===== src/rtl/axi_decerr_slave_pkg.sv =====
// Shared AXI response constants for the default/error responder.
// Only the DECERR code is consumed; the rest document the encoding.
package axi_decerr_slave_pkg;

  localparam logic [1:0] RespOkay   = 2'b00;
  localparam logic [1:0] RespExOkay = 2'b01;
  localparam logic [1:0] RespSlvErr = 2'b10;
  localparam logic [1:0] RespDecErr = 2'b11;

endpackage


===== src/rtl/axi_decerr_rd.sv =====
// Read side of the DECERR responder: accepts one AR, returns len+1 DECERR beats.
// Valid/ready: a beat transfers on a cycle where both are high; r_* hold steady while r_valid_o waits.
module axi_decerr_rd
  import axi_decerr_slave_pkg::*;
#(
  parameter int unsigned         IdWidth   = 6,
  parameter int unsigned         DataWidth = 64,
  parameter logic [DataWidth-1:0] RdPattern = 64'hDEAD_BEEF_DEAD_BEEF
) (
  input  logic                 clk_i,
  input  logic                 rst_i,
  input  logic                 ar_valid_i,
  output logic                 ar_ready_o,
  input  logic [IdWidth-1:0]   ar_id_i,
  input  logic [7:0]           ar_len_i,
  output logic                 r_valid_o,
  input  logic                 r_ready_i,
  output logic [IdWidth-1:0]   r_id_o,
  output logic [DataWidth-1:0] r_data_o,
  output logic [1:0]           r_resp_o,
  output logic                 r_last_o,
  output logic                 rdDone_o,
  output logic                 rdState_o
);

  typedef enum logic {R_IDLE, R_DATA} rdState_e;

  rdState_e           rdState, rdStateNext;
  logic [IdWidth-1:0] rdIdQ;
  logic [7:0]         lenQ;
  logic [7:0]         cntQ;
  logic               arHs;
  logic               rHs;

  always_ff @(posedge clk_i) begin
    if (rst_i) begin
      rdState <= R_IDLE;
      rdIdQ   <= '0;
      lenQ    <= '0;
      cntQ    <= '0;
    end else begin
      rdState <= rdStateNext;
      if (arHs) begin
        rdIdQ <= ar_id_i;
        lenQ  <= ar_len_i;
        cntQ  <= '0;
      end else if (rHs && !r_last_o) begin
        // Final beat leaves cntQ at len, so len=255 never wraps the counter.
        cntQ <= cntQ + 8'd1;
      end
    end
  end

  always_comb begin
    rdStateNext = rdState;
    ar_ready_o  = 1'b0;
    r_valid_o   = 1'b0;
    if (!rst_i) begin
      unique case (rdState)
        R_IDLE: begin
          ar_ready_o = 1'b1;
          if (ar_valid_i) rdStateNext = R_DATA;
        end
        R_DATA: begin
          r_valid_o = 1'b1;
          if (r_ready_i && r_last_o) rdStateNext = R_IDLE;
        end
        default: rdStateNext = R_IDLE;
      endcase
    end
  end

  assign arHs      = ar_valid_i & ar_ready_o;
  assign rHs       = r_valid_o & r_ready_i;
  assign r_last_o  = (rdState == R_DATA) && (cntQ == lenQ);
  assign r_id_o    = rdIdQ;
  assign r_data_o  = RdPattern;
  assign r_resp_o  = RespDecErr;
  assign rdDone_o  = rHs & r_last_o;
  assign rdState_o = rdState;

endmodule


===== src/rtl/axi_decerr_slave.sv =====
// Default AXI slave: completes every unmapped transaction with DECERR and counts them.
// Valid/ready: a transfer happens on a rising edge where both are high; valid never drops before that.
module axi_decerr_slave
  import axi_decerr_slave_pkg::*;
#(
  parameter int unsigned          IdWidth   = 6,
  parameter int unsigned          DataWidth = 64,
  parameter int unsigned          CntWidth  = 32,
  parameter logic [DataWidth-1:0] RdPattern = 64'hDEAD_BEEF_DEAD_BEEF
) (
  input  logic                 clk_i,
  input  logic                 rst_i,
  input  logic                 aw_valid_i,
  output logic                 aw_ready_o,
  input  logic [IdWidth-1:0]   aw_id_i,
  input  logic                 w_valid_i,
  output logic                 w_ready_o,
  input  logic                 w_last_i,
  output logic                 b_valid_o,
  input  logic                 b_ready_i,
  output logic [IdWidth-1:0]   b_id_o,
  output logic [1:0]           b_resp_o,
  input  logic                 ar_valid_i,
  output logic                 ar_ready_o,
  input  logic [IdWidth-1:0]   ar_id_i,
  input  logic [7:0]           ar_len_i,
  output logic                 r_valid_o,
  input  logic                 r_ready_i,
  output logic [IdWidth-1:0]   r_id_o,
  output logic [DataWidth-1:0] r_data_o,
  output logic [1:0]           r_resp_o,
  output logic                 r_last_o,
  output logic [CntWidth-1:0]  err_cnt_o
);

  typedef enum logic [1:0] {W_IDLE, W_DATA, W_RESP} wrState_e;

  wrState_e           wrState, wrStateNext;
  logic [IdWidth-1:0] wrIdQ;
  logic               awHs;
  logic               bHs;
  logic               rdDone;
  logic               rdState;
  logic [1:0]         errInc;
  logic [CntWidth:0]  errSum;
  logic [CntWidth-1:0] errCnt;

  always_ff @(posedge clk_i) begin
    if (rst_i) begin
      wrState <= W_IDLE;
      wrIdQ   <= '0;
    end else begin
      wrState <= wrStateNext;
      if (awHs) wrIdQ <= aw_id_i;
    end
  end

  // W beats are only taken after AW, so early data stalls instead of being lost.
  always_comb begin
    wrStateNext = wrState;
    aw_ready_o  = 1'b0;
    w_ready_o   = 1'b0;
    b_valid_o   = 1'b0;
    if (!rst_i) begin
      unique case (wrState)
        W_IDLE: begin
          aw_ready_o = 1'b1;
          if (aw_valid_i) wrStateNext = W_DATA;
        end
        W_DATA: begin
          w_ready_o = 1'b1;
          if (w_valid_i && w_last_i) wrStateNext = W_RESP;
        end
        W_RESP: begin
          b_valid_o = 1'b1;
          if (b_ready_i) wrStateNext = W_IDLE;
        end
        default: wrStateNext = W_IDLE;
      endcase
    end
  end

  assign awHs     = aw_valid_i & aw_ready_o;
  assign bHs      = b_valid_o & b_ready_i;
  assign b_id_o   = wrIdQ;
  assign b_resp_o = RespDecErr;

  axi_decerr_rd #(
    .IdWidth  (IdWidth),
    .DataWidth(DataWidth),
    .RdPattern(RdPattern)
  ) i_rd (
    .clk_i     (clk_i),
    .rst_i     (rst_i),
    .ar_valid_i(ar_valid_i),
    .ar_ready_o(ar_ready_o),
    .ar_id_i   (ar_id_i),
    .ar_len_i  (ar_len_i),
    .r_valid_o (r_valid_o),
    .r_ready_i (r_ready_i),
    .r_id_o    (r_id_o),
    .r_data_o  (r_data_o),
    .r_resp_o  (r_resp_o),
    .r_last_o  (r_last_o),
    .rdDone_o  (rdDone),
    .rdState_o (rdState)
  );

  // One extra carry bit catches overflow of the +2 case as well as +1.
  assign errInc = {1'b0, bHs} + {1'b0, rdDone};
  assign errSum = {1'b0, errCnt} + {{(CntWidth - 1){1'b0}}, errInc};

  always_ff @(posedge clk_i) begin
    if (rst_i) begin
      errCnt <= '0;
    end else if (errInc != 2'd0) begin
      errCnt <= errSum[CntWidth] ? {CntWidth{1'b1}} : errSum[CntWidth-1:0];
    end
  end

  assign err_cnt_o = errCnt;

endmodule

===== config.mk =====
export PLATFORM = sky130hd
export DESIGN_NAME = axi_decerr_slave
export DESIGN_NICKNAME = d
export VERILOG_FILES = /design/src/rtl/axi_decerr_slave_pkg.sv /design/src/rtl/axi_decerr_rd.sv /design/src/rtl/axi_decerr_slave.sv
export SDC_FILE = /design/constraint.sdc
export NUM_CORES = 1
export LEC_CHECK = 0
export BUFFER_PORTS_ARGS = -buffer_cell sky130_fd_sc_hd__buf_2
export CORE_MARGIN = 4
export CORE_UTILIZATION = 44
export DETAILED_ROUTE_END_ITERATION = 12
export PLACE_DENSITY_LB_ADDON = 0.25
export SLEW_MARGIN = 20
export SYNTH_ARGS = -nofsm -noshare
export SYNTH_HDL_FRONTEND = slang
export SYNTH_SLANG_ARGS = --single-unit
export TNS_END_PERCENT = 20

===== constraint.sdc =====
create_clock -name clk_i -period 3.1 [get_ports clk_i]
set_clock_uncertainty 0.1 [all_clocks]
set_input_delay 0.155 -clock clk_i [delete_from_list [all_inputs] [get_ports clk_i]]
set_output_delay 0.155 -clock clk_i [all_outputs]
set_load 0.02 [all_outputs]

# Yosys cells after proc, flatten, opt, wreduce, memory -nomap -nowiden
# Index checks and enable logic that the tools add are counted.
# W data, S select, Z words.
classes:
  mux: 18
  addsub: 3
  n_eq_ne: 6
  bitwise: 6
  n_reduce_logical: 9
op_table:
  columns: ["cell", "count"]
  rows:
  - ["$add A32 B2 Y33", 1]
  - ["$mux W32", 1]
  - ["$mux W1", 12]
  - ["$add A8 B1 Y8 const B", 1]
  - ["$eq A8 B8 Y1", 1]
  - ["$mux W2", 3]
  - ["$ne A2 B2 Y1 const B", 3]
  - ["$pmux W2 S3", 1]
  - ["$and A1 B1 Y1", 5]
  - ["$logic_and A1 B1 Y1", 4]
  - ["$reduce_and A3 Y1", 1]
  - ["$add A1 B1 Y2", 1]
  - ["$eq A2 B1 Y1 const B", 1]
  - ["$eq A2 B2 Y1 const B", 1]
  - ["$logic_not A2 Y1", 1]
  - ["$pmux W1 S2", 1]
  - ["$reduce_bool A2 Y1", 1]
  - ["$reduce_or A2 Y1", 1]
  - ["$logic_not A1 Y1", 1]
  - ["$not A1 Y1", 1]
word_totals:
  input_bits: 28
  out_inout_bits: 118
  register_bits: 63
  elab_cells: 49

# Depth between registers and ports, before layout
# Gate-level depths: netlist of the first run.
logic_depth:
  ltp_word: 7
  ltp_mapped: 15
  ltp_nobuf: 14

# Cells and area by module
# A second synthesis of the first run with hierarchy kept.
unflattened:
  hier_cells: 414
  area_unflattened_um2: 3607.2
by_module_without_submodules:
  columns: ["module", "area_per_inst_um2", "seq_area_each_um2", "cells_each", "instances"]
  rows:
  - ["axi_decerr_slave", 2052.0, 800.8, 222, 1]
  - ["axi_decerr_rd", 1555.2, 460.4, 192, 1]

# Worst setup path before layout of the first run
# Ideal clock, no wire load.
synth_timing:
  path_type: "reg-to-reg"
  startpoint: "reg i_rd.cntQ[3]"
  endpoint: "reg errCnt[11] (netlist: err_cnt_o[11])"
  n_path_buf: 1
  stages_incl_launch_ff: 16
  t_arrival_ns: 3.534
  setup_slack_ns: -0.607
  setup_ns: 0.073
  required_ns: 2.927
  period_less_slack_ns: 3.707
  cell_sequence: "dfxtp_1 -> xnor2_1 -> nand4_1 -> nor3_1 -> nand3_1 -> inv_1 -> ha_1 -> ha_1 -> inv_1 -> fa_1 -> and4bb_2 -> nand3_2 -> nor4_4 -> nand4_4 -> buf_6 -> a21oi_1"
synth_between:
  elab_chain_len: 6
  elab_cells_between_ends: 7
  cone_classes: "2 x add/sub; 1 x eq/ne; 1 x mux; 1 x bitwise; 2 x reduce/logical"
synth_lines:
  columns: ["item", "line", "rtl"]
  rows:
  - ["start: declaration", "axi_decerr_rd.sv:31", "logic [7:0] cntQ;"]
  - ["start signal: assignment", "axi_decerr_rd.sv:49", "cntQ <= cntQ + 8'd1;"]
  - ["$eq A8 B8 Y1 (*)", "axi_decerr_rd.sv:75", "assign r_last_o = (rdState == R_DATA) && (cntQ == lenQ);"]
  - ["$logic_and A1 B1 Y1 (*)", "axi_decerr_rd.sv:75", null]
  - ["net r_last_o", "axi_decerr_slave.sv:32", "output logic r_last_o,"]
  - ["$and A1 B1 Y1 (*)", "axi_decerr_rd.sv:79", "assign rdDone_o = rHs & r_last_o;"]
  - ["$add A1 B1 Y2 (*)", "axi_decerr_slave.sv:110", "assign errInc = {1'b0, bHs} + {1'b0, rdDone};"]
  - ["$add A32 B2 Y33", "axi_decerr_slave.sv:111", "assign errSum = {1'b0, errCnt} + {{(CntWidth - 1){1'b0}}, errInc};"]
  - ["$mux W32", "axi_decerr_slave.sv:117", "errCnt <= errSum[CntWidth] ? {CntWidth{1'b1}} : errSum[CntWidth-1:0];"]
  - ["end signal: assignment", "axi_decerr_slave.sv:117", null]
  - ["end: declaration", "axi_decerr_slave.sv:46", "logic [CntWidth-1:0] errCnt;"]
# The timed path passes the listed nets; every way through them passes the cells marked *.
# A chain may end at the register's enable or synchronous reset.

# Worst setup path after layout of the first run
layout_timing:
  startpoint: "reg i_rd.lenQ[3]"
  endpoint: "reg errCnt[29] (netlist: err_cnt_o[29])"
layout_between:
  elab_chain_len: 6
  elab_cells_between_ends: 7
  cone_classes: "2 x add/sub; 1 x eq/ne; 1 x mux; 1 x bitwise; 2 x reduce/logical"
layout_lines:
  columns: ["item", "line", "rtl"]
  rows:
  - ["start: declaration", "axi_decerr_rd.sv:30", "logic [7:0] lenQ;"]
  - ["start signal: assignment", "axi_decerr_rd.sv:45", "lenQ <= ar_len_i;"]
  - ["$eq A8 B8 Y1 (*)", "axi_decerr_rd.sv:75", null]
  - ["$logic_and A1 B1 Y1 (*)", "axi_decerr_rd.sv:75", null]
  - ["$and A1 B1 Y1 (*)", "axi_decerr_rd.sv:79", null]
  - ["$add A1 B1 Y2 (*)", "axi_decerr_slave.sv:110", null]
  - ["$add A32 B2 Y33", "axi_decerr_slave.sv:111", null]
  - ["$mux W32", "axi_decerr_slave.sv:117", null]
# Mark *: on every way between the ends. The rest lies on a longest branch, timed or not.

==> summary.txt, run 1 <==
Power
  • NetSw: 481 uW
  • Clock Power Share: 40.7%
  • Pwr/cell area: 413 mW/mm^2
  • Sw Ratio: 26.0%
  • VDD IR max: 0.267 mV
  • Leak Pwr: 0.00196 uW
  • Int Pwr: 1370 uW
  • Seq pwr share: 46.0%
  • Combinational fraction of design power: 13.4%

Timing
  • Worst setup margin: -81.0 ps
  • Final min period: 3180 ps
  • Worst slew margin: 51.1%
  • Slew Limit Fails: 0
  • Worst hold slack: 16.2 ps
  • Actual slew at the worst max-slew pin: 726 ps
  • Final period utilization: 103%
  • Max Fclk: 314 MHz
  • Endpoints failing hold: 0
  • RSZ-0062 raised after global routing: yes
  • Endpoints failing setup: 28

Synthesis
  • Adder-Cell Fraction of Synth Area: 2.37%
  • Synth Area in Simple Gates: 21.6%
  • Synth async-reset ratio: 0%
  • Multiplexer share of the synthesized area: 0.898%
  • Synth Cell Area: 0.00348 sq mm
  • Synth Warn #: 0
  • Mapped Cells: 401
  • Complex-gate fraction of the synthesized area: 12.5%
  • Synth Flop Type: dfxtp_1
  • Post-synth EDFFs: 0
  • Largest family of logic cells by synthesized area: simple AND/OR/NAND/NOR gates
  • Seq/Total Area, Yosys: 36.2%
  • Post-synthesis xor/xnor area fraction: 8.30%
  • Synthesized area per cell: 8.69 sq um
  • Library cells used by synthesis: 52
  • Register bit count reported by yosys: 63

Routing
  • 1st-iter DRT viols: 112
  • WL met2: 3780 um
  • Routed len/inst: 12.6 um
  • Met1 WL: 3440 um
  • Met3 wire len: 634 um
  • Drt pass-1 iters: 4
  • Vias: 2,996
  • Drt total wl: 7930 um
  • Highest metal layer with signal wires: met4
  • Residual DRC: 0
  • DR vias/cell: 4.76
  • ANT nets after route: 0

Floorplanning
  • Number of placement rows: 32
  • Die height: 97.0 um
  • Chip width: 97.0 um
  • Total die area: 0.00940 sq mm
  • I/O pins: 146
  • Core ar.: 0.00773 sq mm
  • Starting Density: 45.1%

Layout
  • Share of cells above drive strength 1: 30.7%
  • Layout Cells excl Fill: 630
  • Most frequent cells in the layout: buf_2 (77), conb_1 (68), dfxtp_1 (53)
  • Final net count: 557
  • Diode count: 0
  • Most common cell after layout, fill and taps aside: buf_2
  • Synth-to-layout area growth: 28.6%

Critical path
  • Worst Path Required: 3260 ps
  • Signal arrival time at the worst endpoint: 3340 ps
  • CP Capture Type: flop
  • Reg2reg end: err_cnt_o[29]
  • R2R Path Start: i_rd.lenQ[3]
  • Worst Setup SP: i_rd.lenQ[3]
  • Reg2Reg Setup Slack: -80 ps
  • Crit Path Class: reg2reg
  • Startpoint Class: flop
  • Critical path endpoint: err_cnt_o[29]
  • Worst Reg2Reg Path Length in Cells: 15
  • Crit path max fanout: 12

Outcome
  • Violated checks: setup timing
  • Status: complete, but fails checks

Global routing
  • Overall routing resource usage: 16.3%
  • Total congestion overflow: 0
  • First-pass GRT wire length: 12,900 um
  • Pin count of the biggest net entering global routing: 39
  • Vias in the first global route: 2,781
  • Initial antenna violation count: 0

Place
  • GPL Wtd Cong: 0.769
  • I/O Buffers: 77
  • Cells after DPL: 586
  • DP Wirelength: 5600 um

Clock network
  • Clock Latency Late Sink: 330 ps
  • Clk sink count: 63
  • CTS Buf Count: 9
  • Root buffer cell: clkbuf_8
  • H-Tree Level Count: 3
  • Clock Pin Slew Worst Setup and Hold Paths: 60 ps
  • CTS tree: yes
  • Clock Path Buffers: 2

Hold path
  • Hold/Removal Path Class: in2reg

Flow run
  • Max_cap viols: 0
-- synthesized netlist by cell type, types with 2 or more instances --
cell type	count	area, sq um
nor2_1	12	45.0
nand3_2	2	20.0
nand3_1	15	75.1
conb_1	2	7.51
o21ai_0	22	110
a21oi_1	21	105
nand4_1	9	56.3
dfxtp_1	63	1260
buf_6	2	22.5
nor3b_1	3	22.5
buf_4	68	510
nor3_1	9	45.0
nand2b_1	20	125
xor2_1	13	114
o211ai_1	3	22.5
nor4_1	6	37.5
clkbuf_1	11	41.3
a21oi_2	7	61.3
inv_1	11	41.3
ha_1	5	62.6
xnor2_1	20	175
a31oi_1	2	12.5
mux2i_1	2	20.0
o31ai_1	5	37.5
and3_1	7	43.8
nand2_1	30	113
and2_1	6	37.5
-- worst max-delay path, stage by stage, from the launching register on --
cell and delay (ps):
dfxtp_2 330, xnor2_2 140, nand4_1 210, nor3_4 190, nand3_2 100, inv_2 80, ha_4 130, ha_4 120
inv_2 40, fa_2 330, and4bb_2 340, nand3_4 100, nor4_4 360, nand4_4 210, buf_12 210, a21oi_1 120
-- through the flow --
stage          total power (uW)  TNS [ps]  util (%)  area, sq um  worst slack (ps)
2_1_floorplan              1090     -4690         -         3770              -211
3_3_place_gp               1080     -5.88      50.4         3890             -3.96
3_5_place_dp               1080     -2630      50.4         3890              -149
4_1_cts                    1860     -1680      56.3         4350             -99.0
5_1_grt                    1940     -5590      58.0         4480              -214
6_report                   1850     -1770      58.0         4480             -81.0
-- power groups by stage --
stage / combinational [uW] / clock, uW / sequential (uW)
floorplan: 210 / 0 / 880
global placement: 212 / 0 / 865
detailed placement: 214 / 0 / 866
CTS: 238 / 778 / 848
global route: 269 / 815 / 853
finish: 247 / 752 / 851
-- final cells by class --
type / instances / area [sq um]
flip-flops and latches: 63 / 1270
inverters: 11 / 41.3
fillers: 733 / 3250
clock inverters: 4 / 70.1
repair buffers: 128 / 868
multi-input cells: 310 / 1960
clock buffers: 12 / 135
well taps: 102 / 128
-- worst min path at each step --
stage,from,end,slack [ps],cells past startpoint
6_report,ar_valid_i,i_rd.rdState_o,20,3
3_5_place_dp,ar_len_i[5],i_rd.lenQ[5],250,3
3_3_place_gp,ar_id_i[0],i_rd.r_id_o[0],250,3
4_1_cts,ar_valid_i,i_rd.rdState_o,1,3
5_1_grt,ar_valid_i,i_rd.rdState_o,20,3
2_1_floorplan,r_ready_i,i_rd.rdState_o,150,1
-- routing by layer --
layer / track usage, % / up-vias
met5: 0 / -
met4: 5.18 / 0
met3: 5.05 / 10
met2: 26.6 / 119
met1: 20.5 / 1390
li1: - / 1477
-- logic make-up (layout without fill, tap and decap cells) --
| logic type | Yosys count | after routing |
|---|---|---|
| AOI/OAI and AO/OA | 70 | 70 |
| other | 2 | 68 |
| and+or+nand+nor | 130 | 130 |
| muxes | 3 | 3 |
| xor gates and xnor gates | 33 | 33 |
| DFF | 63 | 63 |
| buffers and inverters | 94 | 155 |
| adders and majority gates | 6 | 6 |
-- sequential cells by signal, summed over array words and instances, names as in the netlist --
name            count
i_rd.cntQ           8
b_id_o              6
err_cnt_o          32
i_rd.r_id_o         6
i_rd.rdState_o      1
i_rd.lenQ           8
wrState             2
-- repair_timing --
| item | in CTS | in global routing |
|---|---|---|
| buffers inserted | 1 | 3 |
| cloned | 0 | 1 |
| pin swaps | 3 | 5 |
| setup endpoints to repair | 29 | 31 |
| hold buffers | 23 | 0 |
| resized for setup | 4 | 15 |
| hold endpoints to repair | 23 | 0 |
Note: power is estimated with default switching activity, not from simulation.
==> run 2, diff against run 1 <==
CORE_MARGIN = not set   (was 4)
==> run 2 against run 1 <==
  * The flow still finishes with violations (setup timing)
  * Final area decreased by 0.56%
  * Via count decreased by 2.4%
  * First-iteration DRC count is 13% higher
  * Sequential cell count is the same
  * Critical path depth unchanged
  * Global-route usage is 1.6 points higher
  * Power fell by 0.76%
  * Count of clock-buffer cells in the layout up 1
==> summary.txt, run 2 (synthesized netlist as in run 1, its figures left out) <==
Clock network
  • CTS tree: yes (unchanged)
  • Clock Latency Late Sink: 340 ps (was 330 ps)
  • Clock Pin Slew Worst Setup and Hold Paths: 60 ps (about the same)
  • H-Tree Level Count: 3 (unchanged)
  • CTS Buf Count: 9 (unchanged)
  • Clock Path Buffers: 2 (unchanged)
  • Clk sink count: 63 (unchanged)
  • Root buffer cell: clkbuf_8 (unchanged)

Power
  • Int Pwr: 1350 uW (was 1370 uW)
  • Clock Power Share: 40.4% (was 40.7%)
  • NetSw: 485 uW (was 481 uW)
  • Seq pwr share: 46.2% (was 46.0%)
  • Leak Pwr: 0.00195 uW (was 0.00196 uW)
  • Total Power: 1840 uW (was 1850 uW)
  • Combinational fraction of design power: 13.4% (about the same)
  • Sw Ratio: 26.4% (was 26.0%)
  • Pwr/cell area: 412 mW/mm^2 (was 413 mW/mm^2)
  • VDD IR max: 0.336 mV (was 0.267 mV)

Global routing
  • Overall routing resource usage: 17.9% (was 16.3%)
  • Initial antenna violation count: 0 (unchanged)
  • First-pass GRT wire length: 12,000 um (was 12,900 um)
  • Pin count of the biggest net entering global routing: 44 (was 39)
  • Total congestion overflow: 0 (unchanged)
  • Vias in the first global route: 2,604 (was 2,781)

Timing
  • Endpoints failing setup: 29 (was 28)
  • RSZ-0062 raised after global routing: yes (unchanged)
  • Actual slew at the worst max-slew pin: 790 ps (was 726 ps)
  • Endpoints failing hold: 0 (unchanged)
  • Worst slew margin: 46.9% (was 51.1%)
  • Final min period: 3180 ps (about the same)
  • Worst setup margin: -76.6 ps (was -81.0 ps)
  • Max Fclk: 315 MHz (was 314 MHz)
  • Final period utilization: 102% (was 103%)
  • Slew Limit Fails: 0 (unchanged)

Layout
  • Design area: 0.00445 sq mm (was 0.00448 sq mm)
  • Diode count: 0 (unchanged)
  • Share of cells above drive strength 1: 30.2% (was 30.7%)
  • Max reg flops: 32 (unchanged)
  • Fin util: 57.9% (was 58.0%)
  • Final net count: 555 (was 557)
  • Most common cell after layout, fill and taps aside: buf_2 (unchanged)
  • Synth-to-layout area growth: 27.8% (was 28.6%)
  • Most frequent cells in the layout: buf_2 (77), conb_1 (68), dfxtp_1 (53) (unchanged)

Floorplanning
  • Total die area: 0.00828 sq mm (was 0.00940 sq mm)
  • Starting Density: 45.3% (was 45.1%)
  • I/O pins: 146 (unchanged)
  • Core ar.: 0.00769 sq mm (was 0.00773 sq mm)
  • Number of placement rows: 32 (unchanged)
  • Chip width: 91.0 um (was 97.0 um)
  • Die height: 91.0 um (was 97.0 um)

Outcome
  • Status: complete, but fails checks (unchanged)
  • Violated checks: setup timing (unchanged)

Routing
  • Residual DRC: 0 (unchanged)
  • DR vias/cell: 4.66 (was 4.76)
  • Routed len/inst: 11.8 um (was 12.6 um)
  • Met1 WL: 3190 um (was 3440 um)
  • Drt total wl: 7390 um (was 7930 um)
  • Highest metal layer with signal wires: met4 (unchanged)
  • Met3 wire len: 508 um (was 634 um)
  • WL met2: 3660 um (was 3780 um)
  • Drt pass-1 iters: 4 (unchanged)
  • ANT nets after route: 0 (unchanged)
  • Vias: 2,924 (was 2,996)
  • 1st-iter DRT viols: 126 (was 112)

Place
  • Place WS: -115 ps (was -149 ps)
  • Placed cell area: 0.00386 sq mm (was 0.00389 sq mm)
  • DP Wirelength: 5060 um (was 5600 um)
  • I/O Buffers: 77 (unchanged)
  • GPL Wtd Cong: 0.780 (was 0.769)

Critical path
  • Startpoint Class: flop (unchanged)
  • Signal arrival time at the worst endpoint: 3330 ps (was 3340 ps)
  • Crit path max fanout: 23 (was 12)
  • Crit Path Class: reg2reg (unchanged)
  • CP Capture Type: flop (unchanged)
  • Worst Path Required: 3260 ps (about the same)

Flow run
  • Max_cap viols: 0 (unchanged)

Hold path
  • Hold/Removal Path Class: in2reg (unchanged)
[run 2: cell types whose count changed in the layout (fill, tap and decap cells not counted), sizes merged]
cell | before | now
dlygate4sd3 | 23 | 25
bufinv | 2 | 1
buf | 104 | 101
[run 2: per-stage QoR]
step                      cells  TNS (ps)  hold slack [ps]
final                       628     -1250              122
after global routing        628     -6230              143
after CTS                   625     -1470              109
after detailed placement    583     -1830              257
after global placement      583      -115              248
after floorplan             467     -4690              151
[run 2: per-layer routing]
metal	GRT usage (%)	vias up
met5	0	-
li1	-	1469
met4	3.57	0
met1	22.5	1342
met2	30.0	111
met3	6.03	2
[run 2: final cells by class]
class / instances / area (sq um)
clock buffer: 13 / 169
clock inverter: 3 / 40.0
fill: 759 / 3230
inverter: 11 / 41.3
multi-input combinational: 310 / 1970
sequential: 63 / 1270
tap: 102 / 128
timing repair buffer: 126 / 828
[run 2: path summary, 6_finish.rpt]
kind	cells past startpoint	slack, ps	start	end
worst max-delay path	15	-80	i_rd.cntQ[0]	err_cnt_o[17]
worst min-delay path	3	120	rst_i	b_id_o[0]
worst max register to register	15	-80	i_rd.cntQ[0]	err_cnt_o[17]
worst min register to register	2	370	i_rd.r_id_o[2]	i_rd.r_id_o[2]
[run 2: worst max-delay path, stage by stage, from the launching register on]
cell,delay [ps]
dfxtp_2,330
xnor2_1,180
nand3_2,130
nor3_4,220
nand3_2,100
inv_2,80
ha_4,130
ha_4,120
inv_2,30
fa_2,330
and4bb_2,350
nand3_4,110
nor4_4,380
nand4_4,150
buf_12,200
a21oi_1,140
[run 2: timing repair]
action | in CTS | in global routing
endpoints found under the hold margin | 23 | 0
endpoints found under the setup margin | 29 | 32
resized for setup | 5 | 15
setup buffers | 1 | 3
pin swaps | 3 | 9
hold buffers | 25 | 0
[run 2: power by group through the flow]
stage	logic [uW]	clock network, uW	registers, uW
floorplan	210	0	880
global placement	213	0	865
detailed placement	214	0	866
CTS	240	766	849
global route	267	800	852
finish	246	741	849
